### config.mk
export PLATFORM = sky130hd
export DESIGN_NAME = la_capture
export DESIGN_NICKNAME = d
export VERILOG_FILES = /design/src/rtl/la_pkg.sv /design/src/rtl/la_trigger.sv /design/src/rtl/la_capture.sv
export SDC_FILE = /design/constraint.sdc
export NUM_CORES = 2
export LEC_CHECK = 0
export CAP_MARGIN = 5
export CORE_MARGIN = 8
export CORE_UTILIZATION = 45
export CTS_CLUSTER_DIAMETER = 80
export DETAILED_ROUTE_END_ITERATION = 10
export DONT_BUFFER_PORTS = 1
export PLACE_DENSITY_LB_ADDON = 0.12
export SLEW_MARGIN = 40
export SYNTH_ARGS = -nofsm -noshare
export SYNTH_HDL_FRONTEND = slang
export SYNTH_SLANG_ARGS = --single-unit
### constraint.sdc
create_clock -name clk_i -period 5.9 [get_ports clk_i]
set_input_delay 0.885 -clock clk_i [delete_from_list [all_inputs] [get_ports clk_i]]
set_output_delay 0.885 -clock clk_i [all_outputs]
set_load 0.01 [all_outputs]
### src/rtl/la_pkg.sv
// Shared types for the logic-analyser capture core: FSM state encoding and index-width helper.
// Pure declarations; no latency and no flow control.
package la_pkg;

    typedef enum logic [1:0] {
        ST_IDLE    = 2'd0,
        ST_PRETRIG = 2'd1,
        ST_ARMED   = 2'd2,
        ST_POST    = 2'd3
    } la_state_e;

    function automatic int la_addr_w(input int depth);
        return (depth > 1) ? $clog2(depth) : 1;
    endfunction

endpackage

### src/rtl/la_trigger.sv
// Per-channel mask/value/edge trigger comparator with its previous-sample register.
// hit_o is combinational on the current sample; no backpressure, prev updates on every sample strobe.
module la_trigger #(
    parameter int DATA_W = 14
) (
    input  logic              clk_i,
    input  logic              rst_ni,
    input  logic              sample_en_i,
    input  logic [DATA_W-1:0] data_i,
    input  logic [DATA_W-1:0] mask,
    input  logic [DATA_W-1:0] value,
    input  logic [DATA_W-1:0] edge_en,
    output logic              hit_o
);

    logic [DATA_W-1:0] prev_q;
    logic [DATA_W-1:0] edge_bits;
    logic              value_ok;
    logic              edge_ok;

    always_ff @(posedge clk_i or negedge rst_ni) begin
        if (!rst_ni) begin
            prev_q <= '0;
        end else if (sample_en_i) begin
            prev_q <= data_i;
        end
    end

    // Edge channels must also sit at the target level, so one value compare covers both kinds.
    assign edge_bits = mask & edge_en;
    assign value_ok  = ((data_i ^ value) & mask) == '0;
    assign edge_ok   = ((data_i ^ prev_q) & edge_bits) == edge_bits;
    assign hit_o     = value_ok && edge_ok;

endmodule

### src/rtl/la_capture.sv
// Logic-analyser capture: pre-trigger ring buffer of DEPTH samples, chronological read-back.
// Read latency 1 cycle; no backpressure, samples are taken on every sample_en_i strobe while capturing.
module la_capture
    import la_pkg::*;
#(
    parameter int   DATA_W = 14,
    parameter int   DEPTH  = 256,
    localparam int  ADDR_W = la_addr_w(DEPTH)
) (
    input  logic              clk_i,
    input  logic              rst_ni,
    input  logic              sample_en_i,
    input  logic [DATA_W-1:0] data_i,
    input  logic              arm_i,
    input  logic              abort_i,
    input  logic [DATA_W-1:0] trig_mask_i,
    input  logic [DATA_W-1:0] trig_value_i,
    input  logic [DATA_W-1:0] trig_edge_i,
    input  logic [ADDR_W-1:0] pretrig_i,
    output logic [1:0]        state_o,
    output logic              done_o,
    output logic [ADDR_W-1:0] trig_addr_o,
    output logic [ADDR_W-1:0] start_addr_o,
    input  logic              rd_en_i,
    input  logic [ADDR_W-1:0] rd_idx_i,
    output logic [DATA_W-1:0] rd_data_o,
    output logic              rd_valid_o
);

    la_state_e         state_q;
    logic [ADDR_W-1:0] wp_q;
    logic [ADDR_W-1:0] cnt_q;
    logic [ADDR_W-1:0] post_q;
    logic [ADDR_W-1:0] pre_q;
    logic              done_q;
    logic [ADDR_W-1:0] trig_addr_q;
    logic [ADDR_W-1:0] start_addr_q;
    logic [DATA_W-1:0] rd_data_q;
    logic              rd_valid_q;

    logic              hit;
    logic              wr_en;
    logic [ADDR_W-1:0] cnt_nxt;
    logic [ADDR_W-1:0] post_init;
    logic [ADDR_W-1:0] rd_addr;

    logic [DATA_W-1:0] mem [DEPTH];

    la_trigger #(
        .DATA_W (DATA_W)
    ) u_trigger (
        .clk_i       (clk_i),
        .rst_ni      (rst_ni),
        .sample_en_i (sample_en_i),
        .data_i      (data_i),
        .mask        (trig_mask_i),
        .value       (trig_value_i),
        .edge_en     (trig_edge_i),
        .hit_o       (hit)
    );

    // arm/abort take the cycle over, so no sample is stored on a control pulse.
    assign wr_en     = sample_en_i && (state_q != ST_IDLE) && !abort_i && !arm_i;
    assign cnt_nxt   = cnt_q + ADDR_W'(1);
    assign post_init = ADDR_W'(DEPTH - 1) - pre_q;
    assign rd_addr   = start_addr_q + rd_idx_i;

    always_ff @(posedge clk_i or negedge rst_ni) begin
        if (!rst_ni) begin
            state_q      <= ST_IDLE;
            wp_q         <= '0;
            cnt_q        <= '0;
            post_q       <= '0;
            pre_q        <= '0;
            done_q       <= 1'b0;
            trig_addr_q  <= '0;
            start_addr_q <= '0;
        end else if (abort_i) begin
            state_q <= ST_IDLE;
            done_q  <= 1'b0;
        end else if (arm_i) begin
            pre_q   <= pretrig_i;
            wp_q    <= '0;
            cnt_q   <= '0;
            done_q  <= 1'b0;
            state_q <= (pretrig_i != '0) ? ST_PRETRIG : ST_ARMED;
        end else if (wr_en) begin
            wp_q <= wp_q + ADDR_W'(1);
            case (state_q)
                ST_PRETRIG: begin
                    cnt_q <= cnt_nxt;
                    if (cnt_nxt == pre_q) begin
                        state_q <= ST_ARMED;
                    end
                end
                ST_ARMED: begin
                    if (hit) begin
                        trig_addr_q  <= wp_q;
                        start_addr_q <= wp_q - pre_q;
                        post_q       <= post_init;
                        if (post_init != '0) begin
                            state_q <= ST_POST;
                        end else begin
                            state_q <= ST_IDLE;
                            done_q  <= 1'b1;
                        end
                    end
                end
                ST_POST: begin
                    post_q <= post_q - ADDR_W'(1);
                    if (post_q == ADDR_W'(1)) begin
                        state_q <= ST_IDLE;
                        done_q  <= 1'b1;
                    end
                end
                default: begin
                end
            endcase
        end
    end

    // Sample storage: write port only, no reset, so it maps onto block RAM.
    always_ff @(posedge clk_i) begin
        if (wr_en) begin
            mem[wp_q] <= data_i;
        end
    end

    // Read-before-write: a same-cycle write to rd_addr returns the old word.
    always_ff @(posedge clk_i or negedge rst_ni) begin
        if (!rst_ni) begin
            rd_data_q  <= '0;
            rd_valid_q <= 1'b0;
        end else begin
            rd_valid_q <= rd_en_i;
            if (rd_en_i) begin
                rd_data_q <= mem[rd_addr];
            end
        end
    end

    assign state_o      = state_q;
    assign done_o       = done_q;
    assign trig_addr_o  = trig_addr_q;
    assign start_addr_o = start_addr_q;
    assign rd_data_o    = rd_data_q;
    assign rd_valid_o   = rd_valid_q;

endmodule

==> impl_metrics.tcl <==
set metrics [dict create \
    critPathLaunch "start_addr_o[0]" \
    synth_top_family_by_area "multiplexers" \
    core_um2 318000 \
    wl_per_cell_um 33.3 \
    worstSetupPathType "reg -> reg" \
    r2r_slack_ps 630 \
    period_needed_ps 5270 \
    maxCapViolCount 0 \
    muxShareOfSynthArea_pct 15.7 \
    synth-edff-count 3584 \
    grt_overflow 0 \
    avgSynthCellArea_um2 20.3 \
    via_per_inst 6.06 \
    clk_latency_ps 930 \
    cts_setup_buffers 0 \
    final_layout_size_suffix_gt1_share_pct 25.2 \
    clkSinkCount 3664 \
    ios 112 \
    hp-class "in -> reg" \
    grt_pass1_wl_um 561000 \
    final_common_cell "edfxtp_1" \
    synthCells 7051 \
    totalNegativeSetupSlack_ps 0 \
    fin_skew_ps 64.7 \
    synth_cell_type_count 73 \
    synth-compound-area-share_pct 1.98 \
    syn_nets 7152 \
    clockRootBuffer "clkbuf_16" \
    tightestPinTransition_ps 1260 \
    path_clk_slew_ps 70 \
    io_buffers 0 \
    synth.area.top_cells "edfxtp_1 75%, mux4_2 14%, nand2_1 2.0%, dfrtp_1 1.4%, mux2i_1 1.0%" \
    synth_simple_gate_area_share_pct 3.84 \
    p_leak_nw 52.0 \
    drtIter0Drc 8457 \
    antenna_found_initial 15 \
    hold_slack_ps 64.2 \
    final_cell_mix "3584 x edfxtp_1, 918 x mux4_2, 731 x nand2_1, 388 x clkbuf_16, 355 x buf_4" \
    n_fill_cell 25400 \
    die_w_um 581 \
    synth-main-ff-cell "edfxtp_1" \
    synth_seq_cells 3664 \
    rsz0062_at_grt "false" \
    drc 0 \
    grt_pass1_vias 72300 \
    yosysWarnings 0 \
    status "finished, final reports clean" \
    fmaxAchievable_mhz 190 \
    final-hold-violation-count 0 \
    hold_buffers 3 \
    multi_input_area_um2 32100 \
    hp-start "data_i[5]" \
    pwr_density_cell_nw_per_um2 343 \
    crit_required_ps 6750 \
    die_y_um 581 \
    start_kind "flop" \
    wirelength_um 397000 \
    period_share_pct 89.3 \
    synth_top_area_share_pct 75.1 \
    seq_area_frac_synth_pct 76.4 \
    dp_hpwl_um 227000 \
    synth_area_um2 143000 \
    grt_max_degree 260 \
    relSlewSlack_pct 16.0 \
    crit_fanout 51 \
    synth_xor_area_share_pct 0.371 \
    gp_congestion 0.814 \
    peakVddDrop_v 0.000248 \
    synthArstFlopShare_pct 2.18 \
    yosys.area.top_type "edfxtp_1" \
    regArea_um2 110000 \
    final_nets 7551 \
    cp.arrival_ps 6120 \
    setup_viol 0 \
    clockBufferDepth 4 \
    numCtsBuffers 383 \
    cts_tree "yes" \
    synth_adder_area_share_pct 0.211 \
    area_growth_pct 13.6 \
    ant_nets 0 \
    drv_slew 0 \
    r2r-start "start_addr_o[0]" \
    grtUsageTotal_pct 23.0 \
    vias 72400 \
    firstDrtPassIters 5 \
    cp-end-kind "flop" \
    ctsResizeCount 0 \
    fp-row-count 207 \
    dieArea_um2 337000 \
    htree_levels 5 \
    start_util_pct 45.2 \
]
[cell type report]
class | count | share of cell area (%)
diodes | 12 | 0.0184
flip-flops and latches | 3664 | 67.3
inverters | 20 | 0.0461
clock inverters | 190 | 1.01
multi-input cells | 2964 | 19.7
repair buffers | 417 | 2.40
clock buffers | 501 | 6.31
well taps | 4180 | 3.21
[power by group]
part           leakage [nW]  switching (W)  internal [W]  total, W
logic                  13.0        0.00246       0.00144   0.00390
clock network          5.83         0.0100        0.0131    0.0231
registers              33.2       0.000166        0.0286    0.0288
[logic make-up (layout without fill, tap and decap cells)]
group,after synthesis,in the layout
mux,1097,1097
other cells,0,12
simple gates,1350,1350
buf+inv,423,1128
flops,3664,3664
xor+xnor,56,56
compound gates,438,438
fa+ha+maj,23,23
[sequential cells by signal (all words and copies together), names as in the netlist]
signal,flops
pre_q,8
mem,3584
state_o,2
cnt_q,8
rd_data_o,14
rd_valid_o,1
done_o,1
post_q,8
start_addr_o,8
u_trigger.prev_q,14
trig_addr_o,8
wp_q,8
[cells in the mapped netlist, types with 12 or more instances]
cell,n
clkbuf_1,114
nand3_1,105
inv_1,20
buf_2,161
and3_1,49
xnor2_1,18
o211ai_1,15
a22oi_1,20
nand2_1,750
mux2i_1,148
o21ai_0,40
nand4_1,12
a311oi_1,33
xor2_1,34
buf_1,53
a32oi_1,20
buf_4,71
dfrtp_1,80
mux4_2,918
nor2_1,376
mux2_2,31
a31oi_1,26
ha_1,21
edfxtp_1,3584
a21oi_1,190
[per-layer routing]
| layer | GRT usage [%] | wire length (um) |
|---|---|---|
| met5 | 0 | 46 |
| met4 | 6.23 | 12200 |
| met3 | 3.88 | 29000 |
| met2 | 35.8 | 185000 |
| met1 | 34.0 | 171000 |
[metrics by stage]
| step | utilization [%] | instance area (um2) | power, W | setup slack (ps) | std cells |
|---|---|---|---|---|---|
| after global placement | 47.4 | 151000 | 0.0332 | 199 | 11200 |
| final | 51.3 | 163000 | 0.0558 | 629 | 11900 |
| after detailed placement | 47.5 | 151000 | 0.0332 | 344 | 11200 |
| after floorplan | - | 143000 | 0.0315 | 2250 | 7051 |
| after CTS | 51.3 | 163000 | 0.0562 | 698 | 11900 |
| after global routing | 51.3 | 163000 | 0.0573 | 627 | 11900 |
[final timing paths]
kind,end,cells after the start
min in group asynchronous,pre_q[4],2
max reg2reg,rd_data_o[6],13
min,mem[204][5],0
min reg2reg,cnt_q[7],2
max,rd_data_o[6],13
max in group asynchronous,rd_valid_o,2
[critical path, cell delays in order, from the launching register on]
cell and delay, ps:
dfrtp_1 470, ha_4 170, inv_1 50, fa_4 860
buf_12 240, buf_12 360, buf_4 360, mux4_2 240
nand2_1 50, a21oi_1 470, nor2_1 160, mux4_2 610
a22oi_1 700, and3_1 280
Power figures use the tool's default switching activity.
